### src/rtl/exu_seq_ctrl_pkg.sv
// Shared types and constants for the multi-cycle EXU sequencer.
// Instruction numbers mirror the IDU encoding.
package exu_seq_ctrl_pkg;

  localparam int INST_NUM_WIDTH = 6;
  localparam int ISA_WIDTH = 32;
  localparam int PC_SEL_WIDTH = 2;
  localparam int SEQ_STATE_WIDTH = 4;

  localparam logic [INST_NUM_WIDTH-1:0] INST_ADDI = 6'd1;
  localparam logic [INST_NUM_WIDTH-1:0] INST_LW = 6'd2;
  localparam logic [INST_NUM_WIDTH-1:0] INST_SW = 6'd3;
  localparam logic [INST_NUM_WIDTH-1:0] INST_BEQ = 6'd4;
  localparam logic [INST_NUM_WIDTH-1:0] INST_BNE = 6'd5;
  localparam logic [INST_NUM_WIDTH-1:0] INST_JAL = 6'd6;
  localparam logic [INST_NUM_WIDTH-1:0] INST_JALR = 6'd7;
  localparam logic [INST_NUM_WIDTH-1:0] INST_EBREAK = 6'd8;

  localparam logic [PC_SEL_WIDTH-1:0] PC_SNPC = 2'd0;
  localparam logic [PC_SEL_WIDTH-1:0] PC_IMM = 2'd1;
  localparam logic [PC_SEL_WIDTH-1:0] PC_JALR = 2'd2;

  typedef enum logic [SEQ_STATE_WIDTH-1:0] {
    SEQ_IDLE   = 4'd0,
    SEQ_FETCH  = 4'd1,
    SEQ_DECODE = 4'd2,
    SEQ_EXEC   = 4'd3,
    SEQ_MEM_RD = 4'd4,
    SEQ_MEM_WR = 4'd5,
    SEQ_WB     = 4'd6,
    SEQ_HALT   = 4'd7,
    SEQ_ERR    = 4'd8
  } seq_state_t;

  function automatic logic is_branch(
    input logic [INST_NUM_WIDTH-1:0] n
  );
    return (n == INST_BEQ) || (n == INST_BNE);
  endfunction

endpackage

### src/rtl/seq_wait_timer.sv
// Bus wait watchdog shared by fetch and data-memory waits.
// expired is high once TIMEOUT-1 cycles passed without an ack.
module seq_wait_timer #(
  parameter int TIMEOUT = 256
) (
  input  logic clk,
  input  logic rst,
  input  logic clear,
  input  logic tick,
  output logic expired
);

  localparam int W = $clog2(TIMEOUT);

  logic [W-1:0] cnt;

  assign expired = (cnt == W'(TIMEOUT - 1));

  always_ff @(posedge clk or negedge rst) begin
    if (!rst) begin
      cnt <= '0;
    end else if (clear) begin
      cnt <= '0;
    end else if (tick && !expired) begin
      cnt <= cnt + W'(1);
    end
  end

endmodule

### src/rtl/exu_seq_ctrl.sv
// Multi-cycle instruction sequencer: FETCH, DECODE, EXEC, MEM, WB.
// Strobes decode from the state register; only inst_latch_en sees ifu_ack.
module exu_seq_ctrl
  import exu_seq_ctrl_pkg::*;
#(
  parameter int TIMEOUT = 256,
  parameter int CNT_WIDTH = 64
) (
  input  logic                      clk,
  input  logic                      rst,
  output logic                      ifu_req,
  input  logic                      ifu_ack,
  input  logic [INST_NUM_WIDTH-1:0] inst_num,
  input  logic                      inst_illegal,
  input  logic [ISA_WIDTH-1:0]      alu_result,
  output logic                      inst_latch_en,
  output logic                      alu_latch_en,
  output logic                      mem_ren,
  output logic                      mem_wen,
  input  logic                      mem_ack,
  output logic                      rf_wen,
  output logic                      pc_wen,
  output logic [PC_SEL_WIDTH-1:0]   pc_sel,
  output logic                      halt,
  output logic                      err,
  output logic [CNT_WIDTH-1:0]      cycle_cnt,
  output logic [CNT_WIDTH-1:0]      instret_cnt
);

  seq_state_t state, state_nxt;
  logic taken;
  logic wait_st, ack, expired;
  logic is_lw, is_sw, is_br, is_jal, is_jalr, is_ebreak;
  logic alu_unused;

  assign alu_unused = ^alu_result[ISA_WIDTH-1:1];

  assign is_lw = (inst_num == INST_LW);
  assign is_sw = (inst_num == INST_SW);
  assign is_br = is_branch(inst_num);
  assign is_jal = (inst_num == INST_JAL);
  assign is_jalr = (inst_num == INST_JALR);
  assign is_ebreak = (inst_num == INST_EBREAK);

  assign wait_st = (state == SEQ_FETCH) ||
                   (state == SEQ_MEM_RD) ||
                   (state == SEQ_MEM_WR);
  assign ack = ((state == SEQ_FETCH) && ifu_ack) ||
               ((state == SEQ_MEM_RD) && mem_ack) ||
               ((state == SEQ_MEM_WR) && mem_ack);

  seq_wait_timer #(
    .TIMEOUT(TIMEOUT)
  ) u_timer (
    .clk    (clk),
    .rst    (rst),
    .clear  (!wait_st),
    .tick   (wait_st && !ack),
    .expired(expired)
  );

  always_comb begin
    state_nxt = state;
    unique case (state)
      SEQ_IDLE: state_nxt = SEQ_FETCH;
      SEQ_FETCH: begin
        if (ifu_ack) state_nxt = SEQ_DECODE;
        else if (expired) state_nxt = SEQ_ERR;
      end
      SEQ_DECODE: begin
        if (inst_illegal) state_nxt = SEQ_ERR;
        else if (is_ebreak) state_nxt = SEQ_HALT;
        else state_nxt = SEQ_EXEC;
      end
      SEQ_EXEC: begin
        if (is_lw) state_nxt = SEQ_MEM_RD;
        else if (is_sw) state_nxt = SEQ_MEM_WR;
        else state_nxt = SEQ_WB;
      end
      SEQ_MEM_RD, SEQ_MEM_WR: begin
        if (mem_ack) state_nxt = SEQ_WB;
        else if (expired) state_nxt = SEQ_ERR;
      end
      SEQ_WB: state_nxt = SEQ_FETCH;
      default: state_nxt = state;
    endcase
  end

  always_ff @(posedge clk or negedge rst) begin
    if (!rst) begin
      state <= SEQ_IDLE;
      taken <= 1'b0;
      cycle_cnt <= '0;
      instret_cnt <= '0;
    end else begin
      state <= state_nxt;
      if (state != SEQ_HALT && state != SEQ_ERR)
        cycle_cnt <= cycle_cnt + CNT_WIDTH'(1);
      // ebreak retires on its way into HALT
      if (state == SEQ_WB ||
          (state == SEQ_DECODE && state_nxt == SEQ_HALT))
        instret_cnt <= instret_cnt + CNT_WIDTH'(1);
      if (state == SEQ_EXEC)
        taken <= is_br & alu_result[0];
    end
  end

  assign ifu_req = (state == SEQ_FETCH);
  assign inst_latch_en = (state == SEQ_FETCH) && ifu_ack;
  assign alu_latch_en = (state == SEQ_EXEC);
  assign mem_ren = (state == SEQ_MEM_RD);
  assign mem_wen = (state == SEQ_MEM_WR);
  assign pc_wen = (state == SEQ_WB);
  assign rf_wen = (state == SEQ_WB) && !(is_sw || is_br);
  assign halt = (state == SEQ_HALT) || (state == SEQ_ERR);
  assign err = (state == SEQ_ERR);

  always_comb begin
    pc_sel = PC_SNPC;
    if (state == SEQ_WB) begin
      unique case (1'b1)
        is_jalr: pc_sel = PC_JALR;
        is_jal, (is_br && taken): pc_sel = PC_IMM;
        default: pc_sel = PC_SNPC;
      endcase
    end
  end

endmodule
### config.mk
export PLATFORM = sky130hd
export DESIGN_NAME = exu_seq_ctrl
export DESIGN_NICKNAME = d
export VERILOG_FILES = /design/src/rtl/exu_seq_ctrl_pkg.sv /design/src/rtl/seq_wait_timer.sv /design/src/rtl/exu_seq_ctrl.sv
export SDC_FILE = /design/constraint.sdc
export NUM_CORES = 1
export LEC_CHECK = 0
export BUFFER_PORTS_ARGS = -buffer_cell sky130_fd_sc_hd__buf_2
export CELL_PAD_IN_SITES_DETAIL_PLACEMENT = 1
export CELL_PAD_IN_SITES_GLOBAL_PLACEMENT = 1
export CORE_MARGIN = 8
export CORE_UTILIZATION = 40
export DETAILED_ROUTE_END_ITERATION = 12
export GPL_ROUTABILITY_DRIVEN = 0
export PLACE_DENSITY_LB_ADDON = 0.25
export SYNTH_ARGS = -nofsm -noshare
export SYNTH_HDL_FRONTEND = slang
export SYNTH_SLANG_ARGS = --single-unit
### constraint.sdc
create_clock -name clk -period 2.9 [get_ports clk]
set_input_delay 0.58 -clock clk [delete_from_list [all_inputs] [get_ports clk]]
set_output_delay 0.58 -clock clk [all_outputs]
set_load 0.1 [all_outputs]
==> results.ini, run 1 <==
[flow_run]
maxCapViolCount=0

[drt]
wire_per_inst_um=18.2
wl_met1_um=8640
drt_iter0_drc=271
vias_per_cell=5.34
drc=0
met2_length_um=9400
wl_um=19200
highest_layer=met4
first_pass_iters=4
antenna_left=0
vias=5645
met3_wirelength_um=871

[timing]
grt_setup_unrepaired=no
finalCritPeriodShare=0.960
finalCriticalPeriod_ps=2780
setup_viol=0
maxSlewViolCount=0
finalWorstSetupSlack_ps=115
max_freq_mhz=359
hold_violations=0
fin_setup_tns_ps=0
skew_ps=10.1
slew-limit-headroom=0.283
tightest_slew_ps=1070

[synth]
yosys-top-cells-area=dfrtp_1, xnor2_1, xor2_1
yosys-top-cells-count=dfrtp_1, xnor2_1, nand2_1
synth_ff_type=dfrtp_1
mappedNetlistArea_sq_um=6780
synth-seq-cells=141
yosysMostFrequentCell=dfrtp_1
synth_edf_count=0
ys_seq_area_frac=0.520
synthCells=657
postSynth.asyncResetShare=1.00
synth_cell_types=42
syn_nets=703
yosys.area.top_type=dfrtp_1
yosysWarnings=0
syn_avg_cell_area_sq_um=10.3
yosysTopAreaCellShare=0.520

[power]
internal_power_mw=3.53
leakage_nw=4.18
switchingPower_mw=0.856
power_frac_comb=0.017
clkPwrFrac=0.533
switching_share=0.195
power.density_nw_per_um2=510
seqPwrFrac=0.450
vdd_ir_drop_max_mv=0.400

[critical_path]
worstReg2RegStart=cycle_cnt[9]
critPathTopFamily=simple AND/OR/NAND/NOR gates
rrSetupSlack_ps=270
startpoint_type=register
max_stage_delay_ps=760
cp.buffers_inverters=1
cpMaxStageDelayCell=or4b_2
cp.required_ps=2320
critPathArrivalTime_ps=2200
ff2ff_path_depth=5
rr_endpoint=cycle_cnt[35]
worstSetupEndpointType=primary output
crit_type=register to primary output
cp_cell_sequence=or4b_2 -> nand2_1 -> buf_2
worstPathMaxFanout=5

[cells_and_area]
finish.utilization=0.518
final_cell_area_sq_um=8590
antenna_cells=0
syn2layout_area_growth_pct=26.7
num-nets-final=870
drive_above_1_share=0.280

[global_routing]
grt_overflow=0
grt_max_degree=76
grt_pass1_wl_um=32200
grt_use_total=0.184
antenna_found_initial=0
first_global_vias=6132

[outcome]
run_status=finished, final reports clean

[clock_network]
clock-sinks=141
cts_tree=done
post_cts_resized=0
cts_hold_buf=0
cts_setup_buffers=0
h-tree-depth=4
clk_pin_slew_ps=60
clk_path_buf_depth=2
cts_root_buf=clkbuf_16
numCtsBuffers=17
clkLatencyLatePin_ps=410

[min_path]
hold_class=primary input to asynchronous set/reset pin

[die]
dieArea_sq_um=21400
start_util=0.409
core_sq_um=16600
num_rows=47
fp.dieW_um=146
die_y_um=146
io_pins=182

[place]
placed_area_sq_um=7940
port-buffer-count=150
pre_cts_ws_ps=176
post-dp-hpwl_um=14300

==> sequential cells by signal (all words and copies together), names as in the netlist <==
name,cells
cycle_cnt,64
instret_cnt,64
u_timer.cnt,8
state,4
taken,1
==> cells in the final DEF (no fill, tap or decap), types with 16 or more instances in the layout <==
| cell type | n |
|---|---|
| buf_2 | 149 |
| dfrtp_1 | 125 |
| xnor2_1 | 83 |
| nand2_1 | 65 |
| nand3_1 | 53 |
| xor2_1 | 50 |
| nand4_1 | 37 |
| nor3_1 | 36 |
| nor2_1 | 34 |
| nor4_1 | 23 |
| buf_4 | 18 |
| clkbuf_16 | 17 |
| dfrtp_2 | 16 |
==> power groups by stage <==
stage	clock network, mW	registers, mW	logic (mW)
finish	2.33	1.97	0.0761
global route	2.47	1.97	0.0869
CTS	2.39	1.97	0.0793
detailed placement	0	2.01	0.0792
global placement	0	2.01	0.0763
floorplan	0	2.01	0.00842
==> per-layer routing <==
metal | global-route usage | up-vias
li1 | - | 2645
met1 | 0.228 | 2839
met2 | 0.307 | 137
met3 | 0.0436 | 24
met4 | 0.0629 | 0
met5 | 0 | -
==> kinds of logic after synthesis <==
logic type,Yosys count,synth area share
AND/OR/NAND/NOR,324,0.260
adder cells (fa/ha/maj),3,0.00554
multiplexers,3,0.00461
XOR/XNOR,133,0.172
buffers and inverters,35,0.0207
AO/OA/AOI/OAI,18,0.0166
flip-flops,141,0.520
==> layout make-up <==
cell class	instances	area, sq um
clock inverter	4	97.6
timing repair buffer	169	912
clock buffer	28	547
fill	1940	8000
multi-input combinational	481	3160
inverter	14	52.6
sequential	141	3550
tap	220	275
==> through the flow <==
stage,hold slack [ps],cells,power (mW)
final,191,1057,4.38
after global routing,254,1057,4.52
after CTS,223,1057,4.44
after detailed placement,469,1025,2.09
after global placement,454,1025,2.08
after floorplan,284,657,2.02
==> worst max-delay path by stage <==
stage | from | endpoint | slack, ps | cells after the start
3_5_place_dp | inst_num[1] | instret_cnt[57] | 180 | 6
4_1_cts | state[1] | halt | 90 | 3
5_1_grt | state[3] | pc_sel[0] | 30 | 7
6_report | state[1] | halt | 120 | 3
3_3_place_gp | inst_num[1] | instret_cnt[63] | 260 | 6
2_1_floorplan | state[2] | mem_ren | -540 | 3
Power figures use the tool's default switching activity.
==> run 2: changes to the inputs <==
--- a/config.mk
+++ b/config.mk
@@ -5,11 +5,12 @@
 export SDC_FILE = /design/constraint.sdc
 export NUM_CORES = 1
 export LEC_CHECK = 0
+export ABC_AREA = 1
 export BUFFER_PORTS_ARGS = -buffer_cell sky130_fd_sc_hd__buf_2
 export CELL_PAD_IN_SITES_DETAIL_PLACEMENT = 1
 export CELL_PAD_IN_SITES_GLOBAL_PLACEMENT = 1
 export CORE_MARGIN = 8
-export CORE_UTILIZATION = 40
+export CORE_UTILIZATION = 39
 export DETAILED_ROUTE_END_ITERATION = 12
 export GPL_ROUTABILITY_DRIVEN = 0
 export PLACE_DENSITY_LB_ADDON = 0.25
==> constraint.sdc (replaced) <==
create_clock -name clk -period 2.8 [get_ports clk]
set_input_delay 0.56 -clock clk [delete_from_list [all_inputs] [get_ports clk]]
set_output_delay 0.56 -clock clk [all_outputs]
set_load 0.1 [all_outputs]
==> results.ini, run 2 <==
[place]
port-buffer-count=150
pre_cts_ws_ps=557
post-dp-hpwl_um=27300

[global_routing]
top_usage_layer=met2
grt_use_total=0.239
grt.met2_usage=0.434
grt_util_met1=0.277
grtUsageMet3=0.0363
grt_pass1_wl_um=55600
first_global_vias=10737
grt_overflow=0
antenna_found_initial=0
grt_max_degree=62

[die]
dieArea_sq_um=29600
start_util=0.394
io_pins=182
num_rows=57
die_y_um=172
core_sq_um=24100
fp.dieW_um=172

[drt]
vias=10057
wl_um=34400
wire_per_inst_um=17.4
drc=0
drt_iter0_drc=466
antenna_left=0
vias_per_cell=5.08
first_pass_iters=8

[critical_path]
startpoint_type=register
critPathArrivalTime_ps=2090
worstReg2RegStart=cycle_cnt[0]
worstPathMaxFanout=9
ff2ff_path_depth=10
cp.required_ps=2240
crit_type=register to primary output
rrSetupSlack_ps=650
rr_endpoint=cycle_cnt[60]
worstSetupEndpointType=primary output

[timing]
maxSlewViolCount=0
tightest_slew_ps=596
fin_setup_tns_ps=0
finalCritPeriodShare=0.945
setup_viol=0
finalWorstSetupSlack_ps=153
skew_ps=14.1
hold_violations=0
grt_setup_unrepaired=no
finalCriticalPeriod_ps=2650
slew-limit-headroom=0.603
max_freq_mhz=378

[synth]
yosys.area.top_type=dfrtp_1
yosysMostFrequentCell=nand2_1
synth_edf_count=0
synth_ff_type=dfrtp_1
yosys-top-cells-count=nand2_1, nor2_1, dfrtp_1
yosysWarnings=0
synth-seq-cells=141
yosysTopAreaCellShare=0.372
ys_seq_area_frac=0.372
mappedNetlistArea_sq_um=9490
syn_nets=1530
yosys-top-cells-area=dfrtp_1, nand2_1, nor2_1
synthCells=1484
postSynth.asyncResetShare=1.00
syn_avg_cell_area_sq_um=6.40
synth_cell_types=33

[clock_network]
cts_root_buf=clkbuf_16
h-tree-depth=4
cts_setup_buffers=0
clkLatencyLatePin_ps=430
cts_tree=done
numCtsBuffers=17
cts_hold_buf=0
clock-sinks=141
clk_path_buf_depth=2
post_cts_resized=0
clk_pin_slew_ps=70

[cells_and_area]
drive_above_1_share=0.145
final_common_cell=nand2_1
antenna_cells=0
finish.utilization=0.466
num-nets-final=1687
mostFrequentLayoutCells=nand2_1, nor2_1, buf_2
reg.largest.list=cycle_cnt (64), instret_cnt (64), u_timer.cnt (8)
syn2layout_area_growth_pct=18.3

[power]
vdd_ir_drop_max_mv=0.306
leakage_nw=4.91
power.density_nw_per_um2=396

[min_path]
hold_class=primary input to asynchronous set/reset pin

[flow_run]
maxCapViolCount=0

[outcome]
run_status=finished, final reports clean

## run 2: cells by family (layout without fill, tap and decap cells)
logic type | after synthesis | count (layout) | synth area share
xor gates and xnor gates | 66 | 66 | 0.0609
DFF | 141 | 141 | 0.372
and+or+nand+nor | 1046 | 1046 | 0.456
adders and majority gates | 3 | 3 | 0.00396
AOI/OAI and AO/OA | 77 | 77 | 0.0415
buffers and inverters | 151 | 321 | 0.0659
## run 2: critical path: stages (launching register included)
cell	delay (ps)
dfrtp_1	560
nand2_1	130
inv_1	90
nand2_1	90
nand2_2	280
buf_2	500
## run 2: how the worst max path moves through the flow
stage	startpoint	end	slack [ps]	depth (start not counted)
2_1_floorplan	state[3]	inst_latch_en	70	5
3_3_place_gp	inst_num[5]	pc_sel[0]	590	7
3_5_place_dp	inst_num[5]	pc_sel[0]	560	7
4_1_cts	state[1]	halt	120	5
5_1_grt	state[1]	halt	30	5
6_report	state[1]	halt	150	5
## run 2: power by group
part           switching, mW  leakage (nW)  total (mW)  internal [mW]
logic                 0.0530          2.74      0.0679         0.0149
registers            0.00243          1.89        2.04           2.04
clock network           1.06         0.280        2.34           1.28
## run 2: per-layer routing
| layer | wire (um) | share of wire |
|---|---|---|
| met1 | 14300 | 0.42 |
| met3 | 1290 | 0.038 |
| met2 | 17400 | 0.51 |
| met4 | 1330 | 0.039 |
| met5 | 0 | 0 |
## run 2: cell type report
| cell class | count | area, sq um |
|---|---|---|
| clock buffers | 18 | 439 |
| repair buffers | 158 | 855 |
| clock inverters | 14 | 148 |
| inverters | 131 | 498 |
| well taps | 324 | 405 |
| multi-input cells | 1192 | 5360 |
| flip-flops and latches | 141 | 3530 |
| fillers | 3320 | 12900 |
## run 2: stage by stage
stage	instances	hold slack (ps)	power, mW	area (sq um)
4_1_cts	1978	127	4.49	11200
2_1_floorplan	1484	264	2.09	9520
5_1_grt	1978	136	4.57	11200
3_5_place_dp	1946	504	2.15	10600
6_report	1978	101	4.45	11200
3_3_place_gp	1946	501	2.15	10600
==> run 3: changes to the inputs <==
--- a/config.mk
+++ b/config.mk
@@ -16,4 +16,5 @@
 export PLACE_DENSITY_LB_ADDON = 0.25
 export SYNTH_ARGS = -nofsm -noshare
 export SYNTH_HDL_FRONTEND = slang
+export SYNTH_HIERARCHICAL = 1
 export SYNTH_SLANG_ARGS = --single-unit
==> results.ini, run 3 <==
[clock_network]
cts_root_buf=clkbuf_16
cts_hold_buf=0
clk_pin_slew_ps=70
clk_path_buf_depth=2
cts_setup_buffers=0
clock-sinks=141
clkLatencyLatePin_ps=440
post_cts_resized=0
cts_tree=done
numCtsBuffers=17
h-tree-depth=4

[synth]
synth_ff_type=dfrtp_1
yosysWarnings=6
yosys-top-cells-count=nand2_1, nor2_1, dfrtp_1
syn_nets=1552
synth_edf_count=0
yosysTopAreaCellShare=0.368
ys_seq_area_frac=0.368
yosysMostFrequentCell=nand2_1
synth-seq-cells=141
syn_avg_cell_area_sq_um=6.37
synthCells=1506
mappedNetlistArea_sq_um=9590
yosys.area.top_type=dfrtp_1
postSynth.asyncResetShare=1.00
yosys-top-cells-area=dfrtp_1, nand2_1, nor2_1
synth_cell_types=34

[cells_and_area]
num-nets-final=1712
stdcell_count=2003
antenna_cells=0
drive_above_1_share=0.145
final_common_cell=nand2_1
mostFrequentLayoutCells=nand2_1, nor2_1, buf_2
syn2layout_area_growth_pct=18.8
reg.largest.list=cycle_cnt (64), instret_cnt (64), u_timer/cnt (8)
fill_cells=3318

[timing]
setup_viol=0
fin_setup_tns_ps=0
grt_setup_unrepaired=no
skew_ps=15.8
finalCriticalPeriod_ps=2600
tightest_slew_ps=615
maxSlewViolCount=0
hold-worst-slack_ps=54.8
hold_violations=0
finalWorstSetupSlack_ps=197
max_freq_mhz=384
slew-limit-headroom=0.589
finalCritPeriodShare=0.930

[min_path]
hold_class=primary input to asynchronous set/reset pin

[power]
power_mw=4.55
vdd_ir_drop_max_mv=0.268
leakage_nw=5.02
power.density_nw_per_um2=399

[die]
io_pins=182
num_rows=57
start_util=0.395
die_y_um=173
dieArea_sq_um=29900
fp.dieW_um=173
core_sq_um=24200

[drt]
vias=10299
wl_met1_um=14300
drt_iter0_drc=637
antenna_left=0
wire_per_inst_um=17.3
met3_wirelength_um=1190
met2_length_um=17700
drc=0
highest_layer=met4
wl_um=34700
first_pass_iters=4
vias_per_cell=5.14

[place]
post-dp-hpwl_um=27500
placed_cells=1971
port-buffer-count=150
pre_cts_ws_ps=434

[critical_path]
worstReg2RegStart=state[2]
critPathArrivalTime_ps=2040
startpoint_type=register
crit_path_start=state[0]
cp.required_ps=2240
rr_endpoint=cycle_cnt[11]
worstSetupEndpointType=primary output
rrSetupSlack_ps=570
ff2ff_path_depth=7
crit_end=rf_wen
worstPathMaxFanout=5
crit_type=register to primary output

[global_routing]
grt_use_total=0.234
grt_pass1_wl_um=57000
grt_overflow=0
grt_max_degree=64
antenna_found_initial=0
first_global_vias=10987

[outcome]
run_status=finished, final reports clean

[flow_run]
maxCapViolCount=0

==> run 3: changes by cell type in the layout (fill, tap and decap cells not counted), moves of 7 or more <==
cell      previous run  this run
inv_1              120       138
nand2_1            604       616
nand3b_1             8         1
o21ai_0             69        59
o21ai_1              3        22
xnor2_1             37        29
==> run 3: logic make-up after synthesis <==
group | count (synthesis) | share of synthesized area
and+or+nand+nor | 1043 | 0.453
buffers and inverters | 165 | 0.0685
DFF | 141 | 0.368
AOI/OAI and AO/OA | 91 | 0.0488
xor gates and xnor gates | 63 | 0.0576
adders and majority gates | 3 | 0.00392
==> run 3: final cells by class <==
type,count,area (sq um),area share
clock buffers,18,429,0.0377
repair buffers,158,870,0.0763
multi-input cells,1200,5420,0.476
clock inverters,14,180,0.0158
well taps,324,405,0.0356
flip-flops and latches,141,3530,0.310
inverters,148,561,0.0492
==> run 3: critical path: stages, from the launching register on <==
cell and delay, ps:
dfrtp_1 440, inv_2 140, nand2_1 100, inv_1 70, nand2_1 140, inv_1 130
nand2_1 100, nor2_4 80, buf_2 420
==> run 3: worst min-delay path by stage <==
stage	from	endpoint	slack, ps
floorplan	rst	cycle_cnt[0]	260
global placement	u_timer/cnt[4]	u_timer/cnt[4]	480
detailed placement	u_timer/cnt[4]	u_timer/cnt[4]	490
CTS	rst	u_timer/cnt[1]	70
global route	rst	u_timer/cnt[1]	80
finish	rst	u_timer/cnt[0]	50
==> run 3: where the power goes <==
part,switching (mW),internal (mW),total [mW]
clock network,1.03,1.42,2.45
registers,0,2.04,2.04
logic,0.0525,0.0123,0.0649
total,1.08,3.47,4.55
==> run 3: metal layers <==
layer	vias up	global-route usage
li1	5001	-
met1	5000	0.265
met2	222	0.421
met3	76	0.0403
met4	0	0.111
met5	-	0
==> run 3: metrics by stage <==
step	util	area [sq um]
5_1_grt	0.470	11400
6_report	0.470	11400
4_1_cts	0.470	11400
3_5_place_dp	0.445	10800
2_1_floorplan	-	9600
3_3_place_gp	0.445	10800
